--- src/rtl/bus_pkg.sv ---
// -----------------------------------------------------------------------------
// bus_pkg
// Shared definitions for the communication-bus receive path.
//   FRAME_W : total serial frame length (payload followed by CRC remainder)
//   DATA_W  : payload width, occupying frame[FRAME_W-1:CRC_W]
//   CRC_W   : width of the CRC remainder / checker error result
//   TIMEOUT : default idle-cycle limit for the optional inter-bit timeout
//   rx_state_e : deframer state encoding
// -----------------------------------------------------------------------------
package bus_pkg;

    localparam int FRAME_W = 67;
    localparam int DATA_W  = 64;
    localparam int CRC_W   = 3;
    localparam int TIMEOUT = 255;

    typedef enum logic [1:0] {
        IDLE  = 2'd0,
        SHIFT = 2'd1,
        CHECK = 2'd2,
        OUT   = 2'd3
    } rx_state_e;

endpackage

--- src/rtl/bus_rx_timer.sv ---
// -----------------------------------------------------------------------------
// bus_rx_timer
// Inter-bit idle counter for the receive deframer. Counts consecutive idle
// cycles while the deframer is collecting a frame and flags expiry on the
// TIMEOUT-th idle cycle, so the abort happens in that same cycle.
// Ports:
//   clk     : clock, rising edge
//   rst_n   : asynchronous active-low reset
//   clear   : restart counting from zero (bit accepted or not collecting)
//   tick    : one idle cycle elapsed
//   expired : combinational, high on the cycle that reaches TIMEOUT
// -----------------------------------------------------------------------------
module bus_rx_timer #(
    parameter int TIMEOUT = bus_pkg::TIMEOUT
) (
    input  logic clk,
    input  logic rst_n,
    input  logic clear,
    input  logic tick,
    output logic expired
);

    localparam int CW = $clog2(TIMEOUT + 1);

    logic [CW-1:0] idle_cnt_reg;

    // The counter holds the number of idle cycles already seen, so the
    // TIMEOUT-th idle cycle is the one where it still reads TIMEOUT-1.
    assign expired = tick && !clear && (idle_cnt_reg == CW'(TIMEOUT - 1));

    always_ff @(posedge clk or negedge rst_n) begin
        if (!rst_n) begin
            idle_cnt_reg <= '0;
        end else if (clear || expired) begin
            idle_cnt_reg <= '0;
        end else if (tick) begin
            idle_cnt_reg <= idle_cnt_reg + CW'(1);
        end
    end

endmodule

--- src/rtl/bus_rx_deframer.sv ---
// -----------------------------------------------------------------------------
// bus_rx_deframer
// Serial receive deframer. Shifts in a FRAME_W-bit frame MSB first, presents
// it to the external CRC checker for one cycle, registers the checker result
// and hands the payload plus a CRC-error flag to the consumer over
// valid/ready.
//
// Optional feature: define BUS_RX_TIMEOUT_EN to abort a partially received
// frame after TIMEOUT idle cycles between bits (timeout_o pulses). Without
// the macro the block waits indefinitely for the next bit and timeout_o is 0.
//
// Ports:
//   clk, rst_n      : clock (rising edge), asynchronous active-low reset
//   rx_bit_i        : serial data bit
//   rx_bit_valid_i  : rx_bit_i valid this cycle
//   rx_sof_i        : current valid bit is the frame MSB
//   frame_o         : raw shift register, feeds checker data_in
//   chk_en_o        : one-cycle checker enable
//   chk_error_i     : checker remainder, nonzero = error
//   data_o          : payload, frame[FRAME_W-1:CRC_W]
//   valid_o/ready_i : payload handshake
//   crc_err_o       : OR of the registered checker result, valid with valid_o
//   overrun_o       : one-cycle pulse when an incoming bit is dropped
//   timeout_o       : one-cycle pulse when a partial frame is aborted
// -----------------------------------------------------------------------------
module bus_rx_deframer #(
    parameter int FRAME_W = bus_pkg::FRAME_W,
    parameter int DATA_W  = bus_pkg::DATA_W,
    parameter int CRC_W   = bus_pkg::CRC_W,
    parameter int TIMEOUT = bus_pkg::TIMEOUT
) (
    input  logic               clk,
    input  logic               rst_n,
    input  logic               rx_bit_i,
    input  logic               rx_bit_valid_i,
    input  logic               rx_sof_i,
    output logic [FRAME_W-1:0] frame_o,
    output logic               chk_en_o,
    input  logic [CRC_W-1:0]   chk_error_i,
    output logic [DATA_W-1:0]  data_o,
    output logic               valid_o,
    input  logic               ready_i,
    output logic               crc_err_o,
    output logic               overrun_o,
    output logic               timeout_o
);

    import bus_pkg::*;

    localparam int CNT_BITS = $clog2(FRAME_W + 1);

    rx_state_e            state_reg, state_next;
    logic [FRAME_W-1:0]   shift_reg, shift_next;
    logic [CNT_BITS-1:0]  count_reg, count_next;
    logic [CRC_W-1:0]     err_reg,   err_next;
    logic [FRAME_W-1:0]   first_bit;
    logic                 timer_expired;

    // A start-of-frame bit replaces whatever was collected so far; after the
    // remaining FRAME_W-1 shifts it ends up in the MSB position.
    assign first_bit = {{(FRAME_W-1){1'b0}}, rx_bit_i};

`ifdef BUS_RX_TIMEOUT_EN
    logic idle_tick;
    logic idle_clear;

    // Only idle cycles inside a frame count; any bit, or being outside
    // SHIFT, restarts the count. A bit in the expiry cycle therefore wins.
    assign idle_tick  = (state_reg == SHIFT) && !rx_bit_valid_i;
    assign idle_clear = !idle_tick;

    bus_rx_timer #(
        .TIMEOUT (TIMEOUT)
    ) u_timer (
        .clk     (clk),
        .rst_n   (rst_n),
        .clear   (idle_clear),
        .tick    (idle_tick),
        .expired (timer_expired)
    );
`else
    // No idle timer in this build: a negative limit is the only value that
    // could never be configured, so this is constant-false.
    assign timer_expired = (TIMEOUT < 0);
`endif

    always_ff @(posedge clk or negedge rst_n) begin
        if (!rst_n) begin
            state_reg <= IDLE;
            shift_reg <= '0;
            count_reg <= '0;
            err_reg   <= '0;
        end else begin
            state_reg <= state_next;
            shift_reg <= shift_next;
            count_reg <= count_next;
            err_reg   <= err_next;
        end
    end

    always_comb begin
        state_next = state_reg;
        shift_next = shift_reg;
        count_next = count_reg;
        err_next   = err_reg;
        chk_en_o   = 1'b0;
        valid_o    = 1'b0;
        overrun_o  = 1'b0;
        timeout_o  = 1'b0;

        case (state_reg)
            IDLE: begin
                // Bits without SOF are line noise between frames.
                if (rx_bit_valid_i && rx_sof_i) begin
                    shift_next = first_bit;
                    count_next = CNT_BITS'(1);
                    state_next = SHIFT;
                end
            end

            SHIFT: begin
                if (rx_bit_valid_i) begin
                    if (rx_sof_i) begin
                        shift_next = first_bit;
                        count_next = CNT_BITS'(1);
                    end else begin
                        shift_next = {shift_reg[FRAME_W-2:0], rx_bit_i};
                        count_next = count_reg + CNT_BITS'(1);
                        if (count_reg == CNT_BITS'(FRAME_W - 1)) begin
                            state_next = CHECK;
                        end
                    end
                end else if (timer_expired) begin
                    shift_next = '0;
                    count_next = '0;
                    state_next = IDLE;
                    timeout_o  = 1'b1;
                end
            end

            CHECK: begin
                chk_en_o   = 1'b1;
                err_next   = chk_error_i;
                overrun_o  = rx_bit_valid_i;
                state_next = OUT;
            end

            OUT: begin
                valid_o = 1'b1;
                if (ready_i) begin
                    // The handshake cycle behaves like IDLE for the incoming
                    // bit, which lets frames run back to back.
                    if (rx_bit_valid_i && rx_sof_i) begin
                        shift_next = first_bit;
                        count_next = CNT_BITS'(1);
                        state_next = SHIFT;
                    end else begin
                        count_next = '0;
                        state_next = IDLE;
                    end
                end else begin
                    overrun_o = rx_bit_valid_i;
                end
            end

            default: begin
                state_next = IDLE;
            end
        endcase
    end

    assign frame_o   = shift_reg;
    assign data_o    = shift_reg[FRAME_W-1 -: DATA_W];
    assign crc_err_o = valid_o & (|err_reg);

endmodule
--- config.mk ---
export PLATFORM = sky130hd
export DESIGN_NAME = bus_rx_deframer
export DESIGN_NICKNAME = d
export VERILOG_FILES = /design/src/rtl/bus_pkg.sv /design/src/rtl/bus_rx_timer.sv /design/src/rtl/bus_rx_deframer.sv
export SDC_FILE = /design/constraint.sdc
export NUM_CORES = 1
export LEC_CHECK = 0
export CORE_UTILIZATION = 27
export CTS_CLUSTER_SIZE = 40
export DETAILED_ROUTE_END_ITERATION = 10
export MAX_ROUTING_LAYER = met4
export PLACE_DENSITY = 0.55
export SYNTH_ARGS = -nofsm -noshare
export SYNTH_HDL_FRONTEND = slang
export SYNTH_SLANG_ARGS = --single-unit
--- constraint.sdc ---
create_clock -name clk -period 2.8 [get_ports clk]
set_clock_uncertainty 0.1 [all_clocks]
set_input_delay 0.28 -clock clk [delete_from_list [all_inputs] [get_ports clk]]
set_output_delay 0.28 -clock clk [all_outputs]
set_load 0.005 [all_outputs]
# Word level (Yosys, flattened, before mapping)
# Cells that the tools add are included.
# word_totals
regBits,79
in_bits,9
out_inout_bits,136
word_cells,44
# classes
n_addsub,1
eq_ne,9
n_mux,22
n_bitwise,1
reduce_logical,7
# ops
operator,count
$mux W67,4
$pmux W67 S3,1
$mux W7,4
$pmux W7 S3,1
$mux W2,5
$ne A2 B2 Y1 const B,5
$pmux W2 S4,1
$add A7 B1 Y7 const B,1
$eq A7 B7 Y1 const B,1
$mux W1,5
$reduce_and A5 Y1,1
$eq A2 B2 Y1 const B,2
$reduce_and A4 Y1,1
$reduce_and A3 Y1,1
$reduce_bool A3 Y1,1
$reduce_or A3 Y1,1
$eq A2 B1 Y1 const B,1
$logic_not A2 Y1,1
$pmux W1 S2,1
$and A1 B1 Y1,1
$logic_and A1 B1 Y1,1

# Longest topological paths before layout
# Gate-level depths: netlist of the first run.
# depth
depth_word,5
ltp_mapped,9
depth_no_buf,6

# Least setup slack after synthesis of the first run
# Ideal clock, no wire load.
# synth_path
path_type,reg2reg
start,register state_reg[0]
end,"register shift_reg[0], in the netlist frame_o[0]"
setup_ps,125
arrival_ps,1848
required_ps,2575
setup_slack_ps,727
stages_incl_launch_ff,7
path_buffers,2
period_less_slack_ps,2073
cell_sequence,dfrtp_1 -> ha_1 -> nor2b_4 -> or4b_4 -> buf_6 -> buf_8 -> mux2_4
# synth_between
elab_chain_len,3
elab_cells_between_ends,8
cone_classes,eq/ne: 4; mux: 1; reduce/logical: 3
# synth_rtl
element,line_no,source
"start, declared",bus_rx_deframer.sv:52,"rx_state_e state_reg, state_next;"
"start signal, assigned",bus_rx_deframer.sv:94,state_reg <= state_next;
"$eq A2 B2 Y1, or another cell as far along",bus_rx_deframer.sv:111,case (state_reg)
$ne A2 B2 Y1 (no line) / $reduce_bool A3 Y1 (equally long branches),-,
$reduce_and A3 Y1 (no line),-,
"end signal, assigned",bus_rx_deframer.sv:95,shift_reg <= shift_next;
"end, declared",bus_rx_deframer.sv:53,"logic [FRAME_W-1:0] shift_reg, shift_next;"
# Parallel ways exist; a longest one is shown, timed or not.
# A chain may end at the register's enable or synchronous reset.

# Final worst setup path of the first run
# layout_path
start,register state_reg[0]
end,output port overrun_o
# layout_between
elab_chain_len,2
elab_cells_between_ends,3
cone_classes,eq/ne: 2; mux: 1
# layout_rtl
element,line_no,source
$eq A2 B2 Y1,bus_rx_deframer.sv:111,
$pmux W1 S2 (*),bus_rx_deframer.sv:111,
"end, declared",bus_rx_deframer.sv:44,"output logic overrun_o,"
# Every way passes the cells marked *; elsewhere a longest branch is shown, timed or not.

==> results of run 1 <==
-- per-stage QoR --
stage	power, mW	utilization
after global placement	2.08	0.356
final	3.34	0.379
after detailed placement	2.10	0.356
after CTS	3.41	0.379
after floorplan	1.90	-
after global routing	3.55	0.379
-- critical path, stage by stage (launching register included) --
cell and delay (ps):
dfrtp_1 420, inv_1 130, ha_1 330, nor2_1 110
nor2b_1 120, clkdlybuf4s50_1 510
-- cell usage after synthesis (all sizes together) --
| library cell | instances | area share |
|---|---|---|
| a21oi | 1 | 0.0013 |
| a2bb2oi | 1 | 0.0022 |
| a311oi | 1 | 0.0022 |
| a31oi | 2 | 0.0032 |
| a32o | 1 | 0.0025 |
| and3 | 2 | 0.0032 |
| buf | 75 | 0.15 |
| clkbuf | 13 | 0.012 |
| conb | 1 | 0.00095 |
| dfrtp | 79 | 0.50 |
| ha | 7 | 0.022 |
| inv | 4 | 0.0038 |
| mux2 | 5 | 0.015 |
| nand2 | 136 | 0.13 |
| nand2b | 3 | 0.0048 |
| nand3 | 5 | 0.0064 |
| nand4bb | 1 | 0.0029 |
| nor2 | 8 | 0.0076 |
| nor2b | 2 | 0.0051 |
| nor3 | 1 | 0.0013 |
| nor3b | 1 | 0.0019 |
| nor4 | 1 | 0.0016 |
| nor4b | 1 | 0.0022 |
| o21ai | 73 | 0.097 |
| o21bai | 1 | 0.0019 |
| o31a | 1 | 0.0022 |
| o31ai | 5 | 0.0095 |
| or4b | 1 | 0.0035 |
-- metal layers --
| metal | GRT usage | vias to the layer above | wire, µm | share of wire |
|---|---|---|---|---|
| met5 | - | - | 0 | 0 |
| met4 | 0.0480 | 0 | 111 | 0.013 |
| met3 | 0.0418 | 11 | 520 | 0.062 |
| met2 | 0.193 | 114 | 3940 | 0.47 |
| met1 | 0.143 | 1398 | 3810 | 0.45 |
| li1 | - | 1482 | - | - |
-- kinds of logic (layout without fill, tap and decap cells) --
| family | count (synthesis) | count (layout) | synth area share |
|---|---|---|---|
| flip-flops | 79 | 79 | 0.502 |
| AO/OA/AOI/OAI | 86 | 86 | 0.122 |
| other | 1 | 1 | 0.000953 |
| buffers and inverters | 92 | 166 | 0.167 |
| adder cells (fa/ha/maj) | 7 | 7 | 0.0223 |
| multiplexers | 5 | 5 | 0.0153 |
| AND/OR/NAND/NOR | 162 | 162 | 0.170 |
-- area by class of cell --
cell class | instances | area [µm²] | share of cell area
Sequential cell | 79 | 1980 | 0.371
Timing Repair Buffer | 146 | 1480 | 0.277
Multi-Input combinational cell | 261 | 1310 | 0.246
Clock buffer | 11 | 243 | 0.0456
Tap cell | 180 | 225 | 0.0423
Clock inverter | 5 | 81.3 | 0.0153
Inverter | 4 | 15.0 | 0.00282
-- worst paths after layout --
check                                to  slack, ps  cells past startpoint
setup / recovery              overrun_o        470                      5
hold / removal              frame_o[39]         -8                      1
setup reg to reg            frame_o[33]        490                      6
hold reg to reg            count_reg[6]        370                      1
max in group asynchronous  count_reg[3]       1940                      1
min in group clk           count_reg[6]        370                      1
-- power groups by stage --
| stage | Combinational [mW] | Clock, mW | Sequential [mW] |
|---|---|---|---|
| after global routing | 0.906 | 1.37 | 1.27 |
| final | 0.797 | 1.28 | 1.26 |
| after detailed placement | 0.814 | 0 | 1.29 |
| after CTS | 0.818 | 1.32 | 1.27 |
| after floorplan | 0.632 | 0 | 1.27 |
| after global placement | 0.800 | 0 | 1.28 |
==> flow_metrics.env, run 1 <==
export IMPL_layout_setup_ws_ps=465
export IMPL_dp_cells=670
export IMPL_num_nets_final=517
export IMPL_cts_tree="done"
export IMPL_worstPathRequired_ps=2420
export IMPL_rr_startpoint="state_reg[0]"
export IMPL_critical_path_arrival_ps=1950
export IMPL_area_growth_syn_to_layout_pct=35.3
export IMPL_path_clk_slew_ps=60
export IMPL_cts_hold_buffers=0
export IMPL_ys_warn_count=0
export IMPL_drive_above_1_share=0.0613
export IMPL_path_class="reg -> out"
export IMPL_nFillCells=1358
export IMPL_dr_pass1_iters=4
export IMPL_max_cap_violations=0
export IMPL_grt_ovfl_total=0
export IMPL_p_switching_mw=1.03
export IMPL_tightest_slew_ps=994
export IMPL_via_per_inst=4.38
export IMPL_rsz0062_at_grt="false"
export IMPL_grt_max_degree=80
export IMPL_slew_headroom=0.337
export IMPL_vdd_drop_max_v=0.000459
export IMPL_grt_pass1_vias=2737
export IMPL_violations="hold timing"
export IMPL_avgSynthCellArea_um2=9.11
export IMPL_place_area_mm2=0.00500
export IMPL_ys_seq_area_frac=0.502
export IMPL_startpoint="state_reg[0]"
export IMPL_dieWidth_um=123
export IMPL_hp_class="in -> async"
export IMPL_vias=3005
export IMPL_htree_levels=3
export IMPL_power_density_mw_per_mm2=627
export IMPL_instances_no_fill=686
export IMPL_root_buffer="clkbuf_16"
export IMPL_grt_antenna_before_repair=0
export IMPL_p_leak_nw=2.09
export IMPL_finalCritPeriodShare=0.834
export IMPL_worstPathMaxFanout=7
export IMPL_synth_cells=432
export IMPL_clock_sinks=79
export IMPL_ios=145
export IMPL_ctsResizeCount=0
export IMPL_internal_power_mw=2.31
export IMPL_min_period_ps=2330
export IMPL_layout_commonest_cell="clkdlybuf4s50_1"
export IMPL_swShare=0.308
export IMPL_post_cts_buffers=0
export IMPL_io_buffer_count=143
export IMPL_place_gp_congestion=0.764
export IMPL_design_area_mm2=0.00533
export IMPL_syn_area_mm2=0.00394
export IMPL_finalMaxSlewViolations=0
export IMPL_largest_register_ffs=67
export IMPL_dp_hpwl_um=5590
export IMPL_p_clk_frac=0.383
export IMPL_fmax_mhz=428
export IMPL_p_seq_frac=0.378
export IMPL_synth_seq_cells=79
export IMPL_die_h_um=123
export IMPL_initial_core_util=0.280
export IMPL_gr_usage_all_layers=0.122
export IMPL_synth_distinct_cells=35
export IMPL_numCtsBuffers=9
export IMPL_antenna_cells=0
export IMPL_mostFrequentLayoutCells="clkdlybuf4s50_1 (142), nand2_1 (136), dfrtp_1 (79)"
export IMPL_place_ws_ps=376
export IMPL_avgRoutedWirePerCell_um=12.2
export IMPL_tns_ps=0
export IMPL_clock_path_buffers=2
export IMPL_core_area_mm2=0.0140
export IMPL_ant_nets=0
export IMPL_finalSetupViolCount=0
export IMPL_timing_hold_ws_ps=-8.17
export IMPL_drt_iter0_markers=240
export IMPL_drc=0
export IMPL_die_area_mm2=0.0151
export IMPL_clock_latency_ps=340
export IMPL_rows=43
export IMPL_syn_nets=448
export IMPL_critPathCaptureType="primary output"
export IMPL_grt_pass1_wl_um=13600
export IMPL_routed_wl_um=8380
export IMPL_hold_viol_final=3
export IMPL_startpoint_type="register"
export IMPL_share_comb_of_total_power=0.239
export IMPL_status="finished with violations"
Note: power is estimated with default switching activity, not from simulation.
==> run 2, diff against run 1 <==
PLACE_DENSITY = 0.57   (was 0.55)
clock period = 2 ns   (was 2.8 ns; I/O delays follow)
==> run 2 against run 1 <==
The flow now finishes without violations. Clock power grew 32%. Critical path type unchanged. Largest power group is now registers. Sequential power grew 40%. Global-route usage grew 0.38 points.
==> flow_metrics.env, run 2 (synthesized netlist as in run 1, its figures left out) <==
export IMPL_status="complete, no violations"
export IMPL_mostFrequentLayoutCells="clkdlybuf4s50_1 (140), nand2_1 (136), dfrtp_1 (77)"
export IMPL_layout_setup_ws_ps=14.5
export IMPL_timing_rr_end="frame_o[10]"
export IMPL_startpoint="state_reg[1]"
export IMPL_hold_viol_final=0
export IMPL_vdd_drop_max_v=0.000476
export IMPL_io_buffer_count=143
export IMPL_avgRoutedWirePerCell_um=12.7
export IMPL_drt_iter0_markers=181
export IMPL_max_cap_violations=0
export IMPL_clock_path_buffers=2
export IMPL_finalCritPeriodShare=0.993
export IMPL_drive_above_1_share=0.104
export IMPL_power_density_mw_per_mm2=880
export IMPL_place_gp_congestion=0.804
export IMPL_design_area_mm2=0.00551
export IMPL_critical_path_arrival_ps=1690
export IMPL_worstPathRequired_ps=1700
export IMPL_area_growth_syn_to_layout_pct=40.0
export IMPL_rsz0062_at_grt="true"
export IMPL_cts_tree="done"
export IMPL_finalMaxSlewViolations=0
export IMPL_worstPathMaxFanout=6
export IMPL_ios=145
export IMPL_clock_latency_ps=330
export IMPL_min_period_ps=1990
export IMPL_place_ws_ps=12.8
export IMPL_grt_pass1_vias=2900
export IMPL_nFillCells=1367
export IMPL_largest_register_ffs=67
export IMPL_finalSetupViolCount=0
export IMPL_htree_levels=3
export IMPL_path_clk_slew_ps=60
export IMPL_root_buffer="clkbuf_16"
export IMPL_fmax_mhz=504
export IMPL_instances_no_fill=699
export IMPL_ant_nets=0
export IMPL_grt_antenna_before_repair=0
export IMPL_reg2regPathDepth=6
export IMPL_core_area_mm2=0.0140
export IMPL_hp_class="in -> async"
export IMPL_dp_hpwl_um=6240
export IMPL_numCtsBuffers=9
export IMPL_layout_commonest_cell="clkdlybuf4s50_1"
export IMPL_critPathCaptureType="primary output"
export IMPL_path_class="reg -> out"
export IMPL_clock_sinks=79
export IMPL_via_per_inst=4.39
export IMPL_initial_core_util=0.280
export IMPL_dr_pass1_iters=4
export IMPL_num_nets_final=530
export IMPL_die_h_um=123
export IMPL_rr_startpoint="state_reg[1]"
export IMPL_antenna_cells=0
export IMPL_rrSetupSlack_ps=30
export IMPL_vias=3070
export IMPL_rows=43
export IMPL_dieWidth_um=123
export IMPL_place_area_mm2=0.00515
export IMPL_dp_cells=680
export IMPL_critPathCapture="chk_en_o"
export IMPL_startpoint_type="register"
export IMPL_gr_usage_all_layers=0.126
export IMPL_grt_max_degree=65
export IMPL_die_area_mm2=0.0151
export IMPL_routed_wl_um=8890
export IMPL_p_leak_nw=2.17
export IMPL_grt_pass1_wl_um=14300
export IMPL_drc=0
export IMPL_grt_ovfl_total=0
run 2: power by group:
part / internal, mW / total, mW / switching [mW] / leakage, nW
combinational: 0.584 / 1.38 / 0.796 / 0.938
sequential: 1.69 / 1.77 / 0.0790 / 1.09
clock: 1.03 / 1.69 / 0.661 / 0.152
total: 3.31 / 4.85 / 1.54 / 2.17
run 2: timing repair:
action                     4_1_cts  5_1_grt
buffers inserted                 1        1
resized for setup                2        5
hold buffers                     1        0
hold endpoints to repair        31        0
setup endpoints to repair        2       69
run 2: how the worst min path moves through the flow:
stage                              end  slack [ps]  cells after the start
after floorplan           count_reg[0]        -200                      0
after global placement     frame_o[41]          80                      1
after detailed placement   frame_o[41]          90                      1
after CTS                  frame_o[41]         270                      2
after global routing       frame_o[42]         310                      2
final                      frame_o[46]         270                      2
run 2: layout make-up:
| type | instances | area [µm²] | area share |
|---|---|---|---|
| inverters | 4 | 15.0 | 0.00273 |
| clock inverters | 5 | 56.3 | 0.0102 |
| flip-flops and latches | 79 | 1980 | 0.359 |
| clock buffers | 11 | 253 | 0.0459 |
| repair buffers | 159 | 1620 | 0.294 |
| multi-input cells | 261 | 1360 | 0.247 |
| well taps | 180 | 225 | 0.0409 |
run 2: layer usage:
layer  track usage  vias up  part of all wire
met4        0.0457        0             0.019
met1         0.154     1435              0.45
met5             -        -                 0
met2         0.199      114              0.48
li1              -     1509                 -
met3        0.0353       12             0.056
run 2: worst max-delay path: stages (launching register included):
cell	delay, ps
dfrtp_2	450
buf_4	160
ha_4	150
buf_4	160
clkdlybuf4s50_1	440
run 2: stage by stage:
stage	utilization	hold WS (ps)	TNS, ps	power, mW
global placement	0.367	84.9	0	3.10
CTS	0.390	266	0	4.88
finish	0.392	265	0	4.85
detailed placement	0.367	86.0	0	3.14
floorplan	-	-196	-3.49	2.73
global route	0.392	313	-1100	5.15
==> run 3, diff against run 2 <==
CTS_CLUSTER_SIZE = unset   (was 40)
SLEW_MARGIN = 10   (was unset)
==> results of run 3 <==
Same layout as run 2: the final DEF is identical, and so are final timing and power.
